## src/rtl/mips_mem_pkg.sv

```systemverilog
// Shared types and constants for the instruction/data memory arbiter.
package mips_mem_pkg;

  localparam int ADDR_W_DEF = 32;
  localparam int DATA_W_DEF = 32;

  typedef enum logic [1:0] {
    IDLE   = 2'd0,
    BUSY_I = 2'd1,
    BUSY_D = 2'd2
  } state_t;

  typedef logic [1:0] gnt_t;

  localparam gnt_t GNT_NONE = 2'd0;
  localparam gnt_t GNT_I    = 2'd1;
  localparam gnt_t GNT_D    = 2'd2;

endpackage

```

## src/rtl/mem_arb_pick.sv

```systemverilog
// Combinational grant selection between fetch and data requests.
// MEM_ARB_RR_EN selects round-robin tie-break; otherwise data wins ties.
module mem_arb_pick
  import mips_mem_pkg::*;
(
  input  logic i_req,
  input  logic d_req,
  input  logic last_d,
  output gnt_t gnt
);

  always_comb begin
    gnt = GNT_NONE;
    if (i_req && d_req) begin
`ifdef MEM_ARB_RR_EN
      gnt = last_d ? GNT_I : GNT_D;
`else
      // the data access belongs to the older instruction
      gnt = GNT_D;
`endif
    end else if (d_req) begin
      gnt = GNT_D;
    end else if (i_req) begin
      gnt = GNT_I;
    end
  end

`ifndef MEM_ARB_RR_EN
  logic unused_last_d;
  assign unused_last_d = last_d;
`endif

endmodule

```

## src/rtl/mips_mem_arbiter.sv

```systemverilog
// Shares one variable-latency memory between instruction fetch and data access.
// Optional MEM_ARB_RR_EN: round-robin tie-break using a last-grant flag.
//
// state  | meaning
// IDLE   | no access in flight; grant on any request
// BUSY_I | fetch access in flight, waiting for mem_ready
// BUSY_D | data access in flight, waiting for mem_ready
module mips_mem_arbiter
  import mips_mem_pkg::*;
#(
  parameter int ADDR_W = ADDR_W_DEF,
  parameter int DATA_W = DATA_W_DEF
) (
  input  logic              clk,
  input  logic              rst_n,
  input  logic              i_req,
  input  logic [ADDR_W-1:0] i_addr,
  output logic              i_ack,
  output logic [DATA_W-1:0] i_rdata,
  input  logic              d_req,
  input  logic              d_we,
  input  logic [ADDR_W-1:0] d_addr,
  input  logic [DATA_W-1:0] d_wd,
  output logic              d_ack,
  output logic [DATA_W-1:0] d_rdata,
  output logic              mem_req,
  output logic              mem_we,
  output logic [ADDR_W-1:0] mem_addr,
  output logic [DATA_W-1:0] mem_wd,
  input  logic              mem_ready,
  input  logic [DATA_W-1:0] mem_rd
);

  state_t state_q, state_d;
  gnt_t   gnt;
  logic   last_d;

  mem_arb_pick u_pick (
    .i_req  (i_req),
    .d_req  (d_req),
    .last_d (last_d),
    .gnt    (gnt)
  );

`ifdef MEM_ARB_RR_EN
  always_ff @(posedge clk or negedge rst_n) begin
    if (!rst_n) begin
      last_d <= 1'b0;
    end else if (state_q == IDLE && gnt != GNT_NONE) begin
      last_d <= (gnt == GNT_D);
    end
  end
`else
  assign last_d = 1'b0;
`endif

  always_ff @(posedge clk or negedge rst_n) begin
    if (!rst_n) state_q <= IDLE;
    else        state_q <= state_d;
  end

  always_comb begin
    state_d = state_q;
    case (state_q)
      IDLE: begin
        if (gnt == GNT_I)      state_d = BUSY_I;
        else if (gnt == GNT_D) state_d = BUSY_D;
      end
      BUSY_I, BUSY_D: begin
        if (mem_ready) state_d = IDLE;
      end
      default: state_d = IDLE;
    endcase
  end

  // mem_we doubles as the read/write flag of the access in flight
  always_ff @(posedge clk or negedge rst_n) begin
    if (!rst_n) begin
      mem_req  <= 1'b0;
      mem_we   <= 1'b0;
      mem_addr <= '0;
      mem_wd   <= '0;
      i_ack    <= 1'b0;
      d_ack    <= 1'b0;
      i_rdata  <= '0;
      d_rdata  <= '0;
    end else begin
      i_ack <= 1'b0;
      d_ack <= 1'b0;
      case (state_q)
        IDLE: begin
          if (gnt == GNT_I) begin
            mem_req  <= 1'b1;
            mem_we   <= 1'b0;
            mem_addr <= i_addr;
          end else if (gnt == GNT_D) begin
            mem_req  <= 1'b1;
            mem_we   <= d_we;
            mem_addr <= d_addr;
            mem_wd   <= d_wd;
          end
        end
        BUSY_I: begin
          if (mem_ready) begin
            mem_req <= 1'b0;
            mem_we  <= 1'b0;
            i_ack   <= 1'b1;
            i_rdata <= mem_rd;
          end
        end
        BUSY_D: begin
          if (mem_ready) begin
            mem_req <= 1'b0;
            mem_we  <= 1'b0;
            d_ack   <= 1'b1;
            if (!mem_we) d_rdata <= mem_rd;
          end
        end
        default: ;
      endcase
    end
  end

endmodule

```

## config.mk

```make
export PLATFORM = sky130hd
export DESIGN_NAME = mips_mem_arbiter
export DESIGN_NICKNAME = d
export VERILOG_FILES = /design/src/rtl/mips_mem_pkg.sv /design/src/rtl/mem_arb_pick.sv /design/src/rtl/mips_mem_arbiter.sv
export SDC_FILE = /design/constraint.sdc
export NUM_CORES = 1
export LEC_CHECK = 0
export BUFFER_PORTS_ARGS = -buffer_cell sky130_fd_sc_hd__buf_2
export CAP_MARGIN = 20
export CORE_ASPECT_RATIO = 2
export CORE_MARGIN = 1
export CORE_UTILIZATION = 46
export CTS_BUF_LIST = sky130_fd_sc_hd__clkbuf_8 sky130_fd_sc_hd__clkbuf_16
export DETAILED_ROUTE_END_ITERATION = 8
export PLACE_DENSITY_LB_ADDON = 0.2
export RECOVER_POWER = 25
export SLEW_MARGIN = 10
export SYNTH_ARGS = -nofsm -noshare
export SYNTH_HDL_FRONTEND = slang
export SYNTH_SLANG_ARGS = --single-unit
```

## constraint.sdc

```tcl
create_clock -name clk -period 2.1 [get_ports clk]
set_input_delay 0.105 -clock clk [delete_from_list [all_inputs] [get_ports clk]]
set_output_delay 0.105 -clock clk [all_outputs]
set_load 0.01 [all_outputs]
```

* After elaboration in Yosys (flattened, before gate mapping)
Cells that the tools add are included.
** Cells by class
- $add $sub $neg :: 0
- Multipliers :: 0
- Divide/modulo/power cells :: 0
- Order comparisons :: 0
- Eq/ne operators :: 6
- Shifts and indexed selects :: 0
- Muxes and demuxes :: 19
- Bitwise logic cells :: 2
- Reductions and logical operators :: 11
** Operators by type and width (number)
- 2-to-1 mux 32 bit :: 2
- 2-to-1 mux 2 bit :: 5
- 2-to-1 mux 1 bit :: 9
- AND reduction 3 bit :: 3
- AND reduction 2 bit :: 3
- equality test 2 x 1 -> 1 bit (second input constant) :: 2
- equality test 2 bit (second input constant) :: 2
- one-hot mux 1 bit (2 select lines) :: 2
- one-hot mux 2 bit (2 select lines) :: 1
- nonzero test 2 bit :: 2
- inequality test 3 bit (second input constant) :: 1
- logical NOT 2 bit :: 1
- inequality test 2 x 1 -> 1 bit (second input constant) :: 1
- inverter 1 bit :: 2
- OR reduction 2 bit :: 1
- logical AND 1 bit :: 1
** Word-level totals
- Register bits :: 134
- Latch bits :: 0
- Bits in writable memories :: 0
- ROM bits :: 0
- Output and inout port bits :: 132
- Word-level logic and storage cells :: 47
- Memories kept :: 0

* Logic depth before layout (Yosys ltp)
- Word-level depth :: 7
- Depth in mapped cells :: 7

* Cells and area by module
Synthesis repeated with hierarchy kept, for this count alone.
** Second synthesis, totals
- Cell total of the unflattened synthesis :: 378
- Area, all modules :: 5497.8 µm²
** By module, submodules not included
- mips_mem_arbiter :: instances 1, cells each 376, area an instance 5487.8 µm², sequential area each 3353.2 µm²
- mem_arb_pick :: instances 1, cells each 2, area an instance 10.0 µm², sequential area each 0.0 µm²

* Worst setup path before layout
OpenSTA, ideal clock, no wires.
- Path kind :: flip-flop to flip-flop
- From :: reg state_q[0]
- To :: reg d_rdata[0]
- Setup time :: 0.125 ns
- Data arrival time :: 1.372 ns
- Data required time :: 1.975 ns
- Setup slack :: 0.603 ns
- Stages on the path, launching flop included :: 8
- Buffers on the path :: 2
- Period minus slack after synthesis :: 1.497 ns
- Cells stage by stage :: dfrtp_1 inv_1 ha_1 and2_1 nand2b_1 buf_6 buf_6 mux2_4
** On the way
- Cells in the longest elaborated chain, start to end :: 2
** RTL lines
- start, declared :: line mips_mem_arbiter.sv:34 : state_t state_q, state_d;
- start signal, assigned :: line mips_mem_arbiter.sv:59 : else state_q <= state_d;
- equality test 2 bit :: line mips_mem_arbiter.sv:90 : case (state_q)
- AND reduction 3 bit (no line)
- end signal, assigned :: line mips_mem_arbiter.sv:116 : if (!mem_we) d_rdata <= mem_rd;
- end, declared :: line mips_mem_arbiter.sv:25 : output logic [DATA_W-1:0] d_rdata,
Every way passes these cells.
A chain may end at the register's enable or synchronous reset.

* Worst setup path after layout
- From :: reg state_q[0]
- To :: reg mem_addr[27]
** On the way
- Cells in the longest elaborated chain, start to end :: 2
** RTL lines
- logical NOT 2 bit :: line mips_mem_arbiter.sv:90
- AND reduction 2 bit (no line)
- end signal, assigned :: line mips_mem_arbiter.sv:95 : mem_addr <= i_addr;
- end signal, assigned :: line mips_mem_arbiter.sv:99 : mem_addr <= d_addr;
- end, declared :: line mips_mem_arbiter.sv:28 : output logic [ADDR_W-1:0] mem_addr,
Every way passes these cells.

==> impl_metrics.yaml <==
sta:
  drv_slew: 0
  setup_violations: 0
  finalCriticalPeriod_ns: 1.976
  max_slew_margin_pct: 26.50
  period_share_pct: 94.07
  rsz0062_at_grt: "false"
  maxClockFrequency_mhz: 506.2
  clock-skew-final_ns: 0.006392
  worst_pin_slew_ns: 1.103
  setup_tns_ns: 0
  whs_ns: 0.02163
  hold_violations: 0
  setup_ws_ns: 0.1244
global_routing:
  grt_first_pass_wirelength_um: 24120
  antenna_found_initial: 0
  first_global_vias: 4887
  grt_max_degree: 57
  grt_usage_pct: 26.07
  grt_overflow: 0
worst_hold_path:
  hold_path_class: "input pin to register"
  holdPathStages: 3
place:
  place_inst: 771
  pre_cts_ws_ns: 0.4619
  gp_congestion: 0.7775
  portBuffers: 265
  dp_hpwl_um: 9625
worst_setup_path:
  required_ns: 2.40
  crit_arrival_ns: 2.27
  crit_path_end_kind: "register"
  start_kind: "register"
  cp_max_fo: 41
  critPathKind: "register to register"
  slowest_delay_ns: 0.61
  crit_path_cell_trace: "inv_1 > ha_2 > nand2_1 > buf_12 > o32ai_1 > dlygate4sd3_1 > nor2_1"
  crit_slowest_cell: "dlygate4sd3_1"
  worstRegToRegCells: 7
synth:
  syn_area_um2: 5356
  yosysUniqueCellTypes: 25
  synth_nets: 516
  seq_area_frac_synth_pct: 62.60
  synth-seq-cells: 134
  ys_warn_count: 0
  synth_edf_count: 0
  synth_top_flop_cell: "dfrtp_1"
  syn_area_per_cell_um2: 14.13
  synthArstFlopShare_pct: 100.0
  synth_cells: 379
clock_tree:
  cts_setup_buffers: 0
  clkLatencyLatePin_ns: 0.41
  clockBufferDepth: 2
  cts_tree: "yes"
  numCtsBuffers: 17
  cts.sinks: 134
  h-tree-depth: 4
  root_buffer: "clkbuf_16"
  clk_pin_slew_worst_paths_ns: 0.06
drt:
  routedWlPerCell_um: 17.08
  dr_total_vias: 4510
  wl_met3_um: 869
  drc: 0
  drt-total-wl_um: 15340
  ant_nets: 0
  dr.max_layer_used: "met4"
  drt_pass1_iterations: 4
  wl_met1_um: 5624
  vias_per_cell: 5.022
  drt_iter0_drc: 152
  met2WireLength_um: 8070
floorplanning:
  coreArea_um2: 11350
  start_util_pct: 47.17
  die_h_um: 154.6
  pin_count: 266
  die_x_um: 78.31
  fp-row-count: 55
  die_area_um2: 12110
final_layout:
  area_delta_synth_final_pct: 56.18
  antenna_cells: 0
  layout.cells.non_filler: 898
  drive_above_1_share_pct: 50.66
  nNetsFinal: 880
power:
  power_mw: 12.29
  irDropWorstVdd_mv: 1.011
  power_density_nw_per_um2: 1469
  p_leak_nw: 4.093
flow_run:
  cap_violations: 0
run_status:
  status: "completed"
Yosys cell counts, drive strengths merged, types with 2 or more instances:
library cell    n  share of area [%]
dfrtp         134                 63
mux2           96                 22
nor2           40                2.8
a21oi          27                2.5
o22ai          25                2.9
buf            17                2.0
o32ai           7                1.1
clkbuf          6               0.42
inv             5               0.35
nand2b          4               0.47
ha              3               0.70
nand2           3               0.21
nor2b           2               0.23
o21ai           2               0.19
layout by cell type (no fill, tap or decap), types with 3 or more instances in the layout:
master and instances:
clkbuf_16 17, clkinvlp_4 4, buf_2 243, o22ai_1 25, buf_4 3, inv_1 6, nor2_1 40, dfrtp_1 134
buf_12 4, a21oi_1 27, mux2_4 30, dlygate4sd3_1 95, nand2_1 3, clkinv_4 4, o32ai_1 7, mux2_2 66
clkbuf_1 21
worst max-delay path: cells and delay by family, from the launching register on:
family,cells,cell delay [ns]
buffers and inverters,3,0.89
DFF,1,0.40
adders and majority gates,1,0.25
and+or+nand+nor,2,0.16
AOI/OAI and AO/OA,1,0.16
stage by stage:
step,utilization (%),area [µm²]
final,73.67,8366
after global routing,73.67,8366
after CTS,73.99,8402
after detailed placement,60.40,6858
after global placement,60.40,6858
after floorplan,-,5356
routing by layer:
layer / vias to the layer above / global-route usage [%]
li1: 2069 / -
met1: 2155 / 28.20
met2: 227 / 45.49
met3: 59 / 5.959
met4: 0 / 15.61
met5: - / 0
final cells by class:
| class | instances | area (µm²) |
|---|---|---|
| clock buffers | 18 | 439.2 |
| clock inverters | 14 | 153.9 |
| fillers | 784 | 2989 |
| inverters | 6 | 22.52 |
| multi-input cells | 216 | 1858 |
| flip-flops and latches | 134 | 3353 |
| well taps | 142 | 177.7 |
| repair buffers | 368 | 2361 |
cell families (layout without fill, tap and decap cells):
family,Yosys count,count (layout),share of synthesized area [%]
flops,134,134,62.60
mux,97,97,22.47
compound gates,65,65,7.428
simple gates,51,51,3.948
buf+inv,29,406,2.850
fa+ha+maj,3,3,0.7008
flip-flops by register name (all words and copies together), names as in the netlist:
signal	flops
i_ack	1
mem_we	1
mem_req	1
mem_wd	32
state_q	2
d_rdata	32
i_rdata	32
mem_addr	32
d_ack	1
final timing paths:
check | slack (ns) | to | startpoint
setup / recovery | 0.12 | mem_addr[27] | state_q[0]
setup reg to reg | 0.12 | mem_addr[27] | state_q[0]
hold / removal | 0.02 | mem_addr[4] | i_addr[4]
min in group asynchronous | 0.44 | d_rdata[9] | rst_n
max in group asynchronous | 0.45 | mem_addr[27] | rst_n
hold reg to reg | 0.50 | mem_wd[1] | mem_wd[1]
power by group:
part           internal [mW]  leakage (nW)  switching (mW)
Clock                   1.79         0.282            1.14
Sequential              3.87          1.56           0.681
Combinational           2.44          2.25            2.35
Total                   8.11          4.09            4.18
what timing repair did:
| action | 4_1_cts | 5_1_grt |
|---|---|---|
| resized for setup | 0 | 2 |
| endpoints found under the hold margin | 159 | 0 |
| hold buffers | 95 | 0 |
| setup endpoints to repair | 0 | 7 |
(Power assumes the default switching activity.)
